File: src/rtl/rsa256_wrapper.sv
// Avalon-MM master linking the effector core to a UART host link.
// Optional macro RSA_WRAPPER_CHECKSUM_EN adds XOR checksums on RX and TX.
module rsa256_wrapper (
    input  logic         avm_clk,
    input  logic         avm_rst,
    output logic [4:0]   avm_address,
    output logic         avm_read,
    input  logic [31:0]  avm_readdata,
    output logic         avm_write,
    output logic [31:0]  avm_writedata,
    input  logic         avm_waitrequest,
    input  logic [127:0] freqs,
    output logic [15:0]  threshold_gate,
    output logic [15:0]  threshold_camp,
    output logic [4:0]   ratio,
    output logic [15:0]  makeup
);

    localparam logic [4:0] RX_BASE     = 5'd0;
    localparam logic [4:0] TX_BASE     = 5'd4;
    localparam logic [4:0] STATUS_BASE = 5'd8;
    localparam int         RX_OK_BIT   = 7;
    localparam int         TX_OK_BIT   = 6;
    localparam int         N_RX        = 7;
    localparam int         N_TX        = 16;

`ifdef RSA_WRAPPER_CHECKSUM_EN
    localparam int RX_LEN = N_RX + 1;
    localparam int TX_LEN = N_TX + 1;
    localparam int PKT_W  = 56;
`else
    localparam int RX_LEN = N_RX;
    localparam int TX_LEN = N_TX;
    localparam int PKT_W  = 48;
`endif

    typedef enum logic [1:0] {
        S_QRX,
        S_RX,
        S_QTX,
        S_TX
    } state_t;

    state_t       state;
    state_t       state_nx;
    logic [4:0]   cnt;
    logic [PKT_W-1:0] pkt;
    logic [127:0] shreg;
    logic [7:0]   rx_byte;
    logic [7:0]   tx_byte;
    logic [55:0]  pkt_full;
    logic         done;
    logic         rx_last;
    logic         tx_last;
    logic         commit;
    logic         unused_bits;

    assign rx_byte = avm_readdata[7:0];
    assign done    = !avm_waitrequest;
    assign rx_last = (state == S_RX) && done
                     && (cnt == 5'(RX_LEN - 1));
    assign tx_last = (state == S_TX) && done
                     && (cnt == 5'(TX_LEN - 1));

`ifdef RSA_WRAPPER_CHECKSUM_EN
    logic [7:0] rx_xor;
    logic [7:0] tx_xor;

    // The 8th byte is the checksum; pkt already holds bytes 1..7.
    assign pkt_full = pkt;
    assign commit   = rx_last && (rx_byte == rx_xor);
    assign tx_byte  = (cnt == 5'(N_TX)) ? tx_xor : shreg[127:120];
`else
    // The final byte is still on the bus at the commit edge.
    assign pkt_full = {pkt, rx_byte};
    assign commit   = rx_last;
    assign tx_byte  = shreg[127:120];
`endif

    assign unused_bits = ^{avm_readdata[31:8], pkt_full[55],
                           pkt_full[39], pkt_full[23:21]};

    // State register.
    always_ff @(posedge avm_clk or negedge avm_rst) begin
        if (!avm_rst) begin
            state <= S_QRX;
        end else begin
            state <= state_nx;
        end
    end

    // Next state and bus strobes; strobes depend on state only,
    // so they stay stable for the whole stalled access.
    always_comb begin
        state_nx      = state;
        avm_address   = STATUS_BASE;
        avm_read      = 1'b0;
        avm_write     = 1'b0;
        avm_writedata = {24'd0, tx_byte};
        unique case (state)
            S_QRX: begin
                avm_read    = 1'b1;
                avm_address = STATUS_BASE;
                if (done && avm_readdata[RX_OK_BIT]) begin
                    state_nx = S_RX;
                end
            end
            S_RX: begin
                avm_read    = 1'b1;
                avm_address = RX_BASE;
                if (done) begin
                    state_nx = commit ? S_QTX : S_QRX;
                end
            end
            S_QTX: begin
                avm_read    = 1'b1;
                avm_address = STATUS_BASE;
                if (done && avm_readdata[TX_OK_BIT]) begin
                    state_nx = S_TX;
                end
            end
            S_TX: begin
                avm_write   = 1'b1;
                avm_address = TX_BASE;
                if (done) begin
                    state_nx = tx_last ? S_QRX : S_QTX;
                end
            end
            default: begin
                state_nx = S_QRX;
            end
        endcase
    end

    // Packet assembly, parameter commit and TX shifting.
    always_ff @(posedge avm_clk or negedge avm_rst) begin
        if (!avm_rst) begin
            cnt            <= 5'd0;
            pkt            <= '0;
            shreg          <= 128'd0;
            threshold_gate <= 16'd0;
            threshold_camp <= 16'd0;
            ratio          <= 5'd1;
            makeup         <= 16'd0;
`ifdef RSA_WRAPPER_CHECKSUM_EN
            rx_xor         <= 8'd0;
            tx_xor         <= 8'd0;
`endif
        end else begin
            if (state == S_RX && done) begin
                pkt <= {pkt[PKT_W-9:0], rx_byte};
                cnt <= rx_last ? 5'd0 : cnt + 5'd1;
`ifdef RSA_WRAPPER_CHECKSUM_EN
                rx_xor <= rx_last ? 8'd0 : (rx_xor ^ rx_byte);
`endif
            end
            if (commit) begin
                threshold_gate <= {1'b0, pkt_full[54:40]};
                threshold_camp <= {1'b0, pkt_full[38:24]};
                ratio          <= (pkt_full[20:16] == 5'd0)
                                  ? 5'd1 : pkt_full[20:16];
                makeup         <= {1'b0, pkt_full[14:0]};
                shreg          <= freqs;
`ifdef RSA_WRAPPER_CHECKSUM_EN
                tx_xor         <= 8'd0;
`endif
            end
            if (state == S_TX && done) begin
                shreg <= {shreg[119:0], 8'h00};
                cnt   <= tx_last ? 5'd0 : cnt + 5'd1;
`ifdef RSA_WRAPPER_CHECKSUM_EN
                tx_xor <= tx_xor ^ tx_byte;
`endif
            end
        end
    end

endmodule

File: config.mk
export PLATFORM = sky130hd
export DESIGN_NAME = rsa256_wrapper
export DESIGN_NICKNAME = d
export VERILOG_FILES = /design/src/rtl/rsa256_wrapper.sv
export SDC_FILE = /design/constraint.sdc
export NUM_CORES = 1
export LEC_CHECK = 0
export CAP_MARGIN = 15
export CORE_MARGIN = 8
export CORE_UTILIZATION = 23
export DETAILED_ROUTE_END_ITERATION = 10
export HOLD_SLACK_MARGIN = 0.03
export PLACE_DENSITY = 0.55
export SETUP_SLACK_MARGIN = 0.4
export SLEW_MARGIN = 25
export SYNTH_ARGS = -nofsm -noshare
export SYNTH_HDL_FRONTEND = slang
export SYNTH_SLANG_ARGS = --single-unit
File: constraint.sdc
create_clock -name avm_clk -period 2.2 [get_ports avm_clk]
set_input_delay 0.33 -clock avm_clk [delete_from_list [all_inputs] [get_ports avm_clk]]
set_output_delay 0.33 -clock avm_clk [all_outputs]
set_load 0.02 [all_outputs]
### Word level (Yosys, flattened, before mapping)

Index checks and enable logic that the tools add are counted.
W data, S select, Z words.

* register bits: 232
* input port bits: 163
* output and inout bits: 92
* logic and storage cells: 49

* add/sub/neg operators: 1
* equality and inequality tests: 9
* mux-type cells: 17
* reduce and logical (&&, ||, !) cells: 14

Operators with widths (count)
* $mux W128: 2
* $mux W5: 5
* $pmux W5 S3: 1
* $mux W2: 6
* $ne A2 B2 Y1 const B: 4
* $pmux W2 S4: 1
* $logic_and A1 B1 Y1: 6
* $add A5 B1 Y5 const B: 1
* $eq A5 B3 Y1 const B: 1
* $eq A5 B4 Y1 const B: 1
* $logic_not A5 Y1: 1
* $eq A2 B2 Y1 const B: 2
* $reduce_and A4 Y1: 1
* $reduce_bool A2 Y1: 2
* $reduce_or A3 Y1: 1
* $eq A2 B1 Y1 const B: 1
* $logic_not A2 Y1: 1
* $mux W1: 2
* $reduce_or A2 Y1: 1
* $logic_not A1 Y1: 1

### Logic depth before layout (Yosys ltp)

* depth in word-level cells: 6
* mapped depth: 8
* depth with buffers taken out: 6

### Worst setup path after synthesis

No wires, ideal clock.

* path kind: register to register
* start: register cnt[0]
* end: register makeup[0]
* setup time: 125 ps
* arrival: 1626 ps
* required time: 2075 ps
* path slack: 449 ps
* cell stages (with the launch flop): 7
* buffers on the path: 1
* clock period less this slack: 1751 ps
* cell sequence: dfrtp_1 inv_1 ha_1 nor4bb_1 nand2_1 buf_2 mux2_2

* cells in the longest elaborated chain, start to end: 2

RTL lines
* from (decl): RTL line 46 `logic [4:0] cnt;`
* from (signal assigned): RTL line 152 `cnt <= rx_last ? 5'd0 : cnt + 5'd1;`
* from (signal assigned): RTL line 170 `cnt <= tx_last ? 5'd0 : cnt + 5'd1;`
* $eq A5 B3 Y1: RTL line 61 `&& (cnt == 5'(RX_LEN - 1));`
* $logic_and A1 B1 Y1: RTL line 61
* to (signal assigned): RTL line 162 `makeup <= {1'b0, pkt_full[14:0]};`
* to (decl): RTL line 16 `output logic [15:0] makeup`

Every way passes these cells.
A chain may end at the register's enable or synchronous reset.

### Worst setup path after layout

* start: register state[1]
* end: register shreg[122]

* cells in the longest elaborated chain, start to end: 4
* elaborated cells on any way between the ends: 7
* those cells by class: eq/ne (2); mux (1); reduce/logical (4)

RTL lines
* from (decl): RTL line 44 `state_t state;`
* from (signal assigned): RTL line 88 `state <= state_nx;`
* $eq A2 B1 Y1: RTL line 60 `assign rx_last = (state == S_RX) && done`
* $logic_and A1 B1 Y1: RTL line 60
* $logic_and A1 B1 Y1: RTL line 61
* $reduce_bool A2 Y1 (no source line)
* to (signal assigned): RTL line 163 `shreg <= freqs;`
* to (signal assigned): RTL line 169 `shreg <= {shreg[119:0], 8'h00};`
* to (decl): RTL line 48 `logic [127:0] shreg;`

Several ways; a longest one is shown, not always the timed one.

==> flow_metrics.py <==
metrics = {
    "route": {
        "totalWireLength_um": 31420,
        "drcViolationCount": 0,
        "vias": 7090,
        "drtIter0Drc": 384,
        "dr.pass1.iters": 5,
        "via_per_inst": 4.504,
        "avgRoutedWirePerCell_um": 19.96,
        "detail-route-antenna-nets": 0,
    },
    "worst_setup_path": {
        "worstReg2RegEnd": "shreg[122]",
        "worstPathArrival_ns": 2.21,
        "critPathLaunchType": "register",
        "rr_worst_depth": 5,
        "r2r_start": "state[1]",
        "critPathMaxFanout": 6,
        "rrSetupSlack_ns": 0.42,
        "crit_type": "register to register",
        "crit_required_ns": 2.63,
        "end_kind": "register",
    },
    "sta": {
        "grt_setup_unrepaired": "yes",
        "holdWs_ns": 0.2972,
        "fin_crit_sh": 0.8084,
        "layout_min_cycle_time_ns": 1.778,
        "skew_ns": 0.01609,
        "setup_viol": 0,
        "hold_viol_final": 0,
        "final.setup.worst_slack_ns": 0.4216,
        "timing.fmax_mhz": 562.3,
        "finalMaxSlewViolations": 0,
    },
    "floorplan": {
        "rows": 76,
        "pin_count": 255,
        "initial_core_util": 0.2332,
        "core_area_um2": 43080,
        "die-area_um2": 50620,
        "die_h_um": 225.0,
        "die-width_um": 225.0,
    },
    "clock_tree": {
        "clk_latency_ns": 0.54,
        "cts_buffer_depth": 3,
        "clockRootBuffer": "clkbuf_16",
        "cts_buffers": 27,
        "cts_tree": "yes",
        "cts.sinks": 232,
        "clk_pin_slew_worst_paths_ns": 0.06,
        "h-tree-depth": 1,
    },
    "synthesis": {
        "syn_avg_cell_area_um2": 13.41,
        "yosys_warnings": 0,
        "ys_ff_latch": 232,
        "syn_inst": 749,
        "synth_edf_count": 0,
        "ys_seq_area_frac": 0.5780,
        "synth.cell_area_um2": 10050,
        "synth_flop_cell": "dfrtp_1",
        "async_flop_share": 1.000,
        "synth.distinct_cells": 40,
    },
    "global_routing": {
        "grt.busiest_layer": "met2",
        "met2_usage": 0.1740,
        "grt_pass1_wl_um": 47120,
        "use_met3": 0.04906,
        "grt_pass1_vias": 7699,
        "grt_antenna_before_repair": 8,
        "grt_overflow": 0,
        "use_met1": 0.1585,
        "grt_util_all_layers": 0.1174,
        "grt_max_degree": 80,
    },
    "placement": {
        "port_buffers": 200,
        "place.gp.congestion": 0.7432,
        "placedCellCount": 1488,
        "dp_slack_ns": -0.002346,
        "dp_hpwl_um": 20010,
    },
    "power_and_ir_drop": {
        "total_power_mw": 13.83,
        "ir_worst_vdd_uv": 560.0,
        "leakage_nw": 6.014,
        "p_per_area_nw_per_um2": 968.1,
    },
    "final_layout": {
        "fin_cells": 1574,
        "final_nets": 1135,
        "nFillCells": 4345,
        "drive_gt1_frac": 0.2338,
        "syn_to_final_growth_pct": 42.16,
        "multi_input_area_um2": 3762,
        "seq_area_um2": 5809,
    },
    "status": {
        "status": "completed",
    },
    "job": {
        "drv_cap": 0,
    },
    "hold_path": {
        "hold_path.class": "primary input to async pin",
    },
}
## repair_timing
item,4_1_cts,5_1_grt
gates cloned,3,11
buffers inserted,18,4
resized for setup,84,19
pin swaps,3,6
setup endpoints to repair,231,183
hold buffers,1,0
hold endpoints to repair,49,0
## per-stage QoR
step / area (um2) / setup TNS (ns) / utilization
floorplan: 10150 / 0 / -
global placement: 12780 / 0 / 0.2967
detailed placement: 12780 / -0.002346 / 0.2967
CTS: 13970 / 0 / 0.3243
global route: 14280 / 0 / 0.3315
finish: 14280 / 0 / 0.3315
## cells in the mapped netlist (all sizes together), types with 2 or more instances
library cell / number / share of area
a21o: 2 / 0.0015
nor2: 4 / 0.0015
mux2: 96 / 0.11
o21a: 118 / 0.088
dfrtp: 231 / 0.58
ha: 3 / 0.0037
inv: 7 / 0.0026
clkbuf: 32 / 0.012
o32a: 118 / 0.12
o31ai: 2 / 0.0015
o21ai: 15 / 0.0075
nand2: 14 / 0.0052
nand3: 10 / 0.0050
buf: 75 / 0.052
## state kept, by name, indices dropped and copies added (netlist names)
register,cells
cnt,5
threshold_gate,15
ratio,5
threshold_camp,15
shreg,128
makeup,15
pkt,47
state,2
## cell families (layout without fill, tap and decap cells)
group	after synthesis	after routing	synth area share
compound gates	262	262	0.2219
fa+ha+maj	3	3	0.003737
buf+inv	114	324	0.06664
flops	232	232	0.5780
mux	97	97	0.1086
other cells	1	31	0.0003733
simple gates	40	40	0.02068
## cell type report
class	instances	area share
diodes	1	0.0001752
flip-flops and latches	232	0.4068
inverters	7	0.002015
repair buffers	269	0.2116
clock inverters	15	0.01305
clock buffers	33	0.05169
multi-input cells	432	0.2634
well taps	585	0.05125
## worst max-delay path by stage
stage	start	endpoint	cells past startpoint
3_5_place_dp	avm_waitrequest	shreg[56]	5
4_1_cts	state[1]	avm_write	3
3_3_place_gp	avm_waitrequest	shreg[56]	5
6_report	state[1]	shreg[122]	5
2_1_floorplan	cnt[0]	makeup[0]	6
5_1_grt	cnt[0]	threshold_camp[4]	6
## cell usage in the layout, fill, tap and decap left out, types with 10 or more instances in the layout
cell type and n:
dfrtp_1 229, clkdlybuf4s50_1 137, o32a_1 118, o21a_1 118, mux2_2 96, dlygate4sd2_1 58, clkbuf_16 35, conb_1 30
buf_12 26, buf_4 20, nand2_1 13, o21ai_0 13, nand3_1 10
## report_power, final
| part | switching [mW] | total, mW | internal [mW] |
|---|---|---|---|
| sequential | 0.720 | 6.09 | 5.37 |
| clock | 1.78 | 4.62 | 2.84 |
| combinational | 1.35 | 3.12 | 1.76 |
## critical path, stage by stage, from the launching register on
cell	delay, ns
dfrtp_2	0.42
or3b_4	0.49
buf_6	0.18
clkbuf_16	0.15
o32a_1	0.33
o21a_1	0.10
## layer usage
layer	vias up	part of all wire
met5	-	0.0021
met4	10	0.016
met3	48	0.10
met2	227	0.43
met1	3562	0.45
li1	3243	-
No activity file was read; power rests on OpenSTA's default activity.
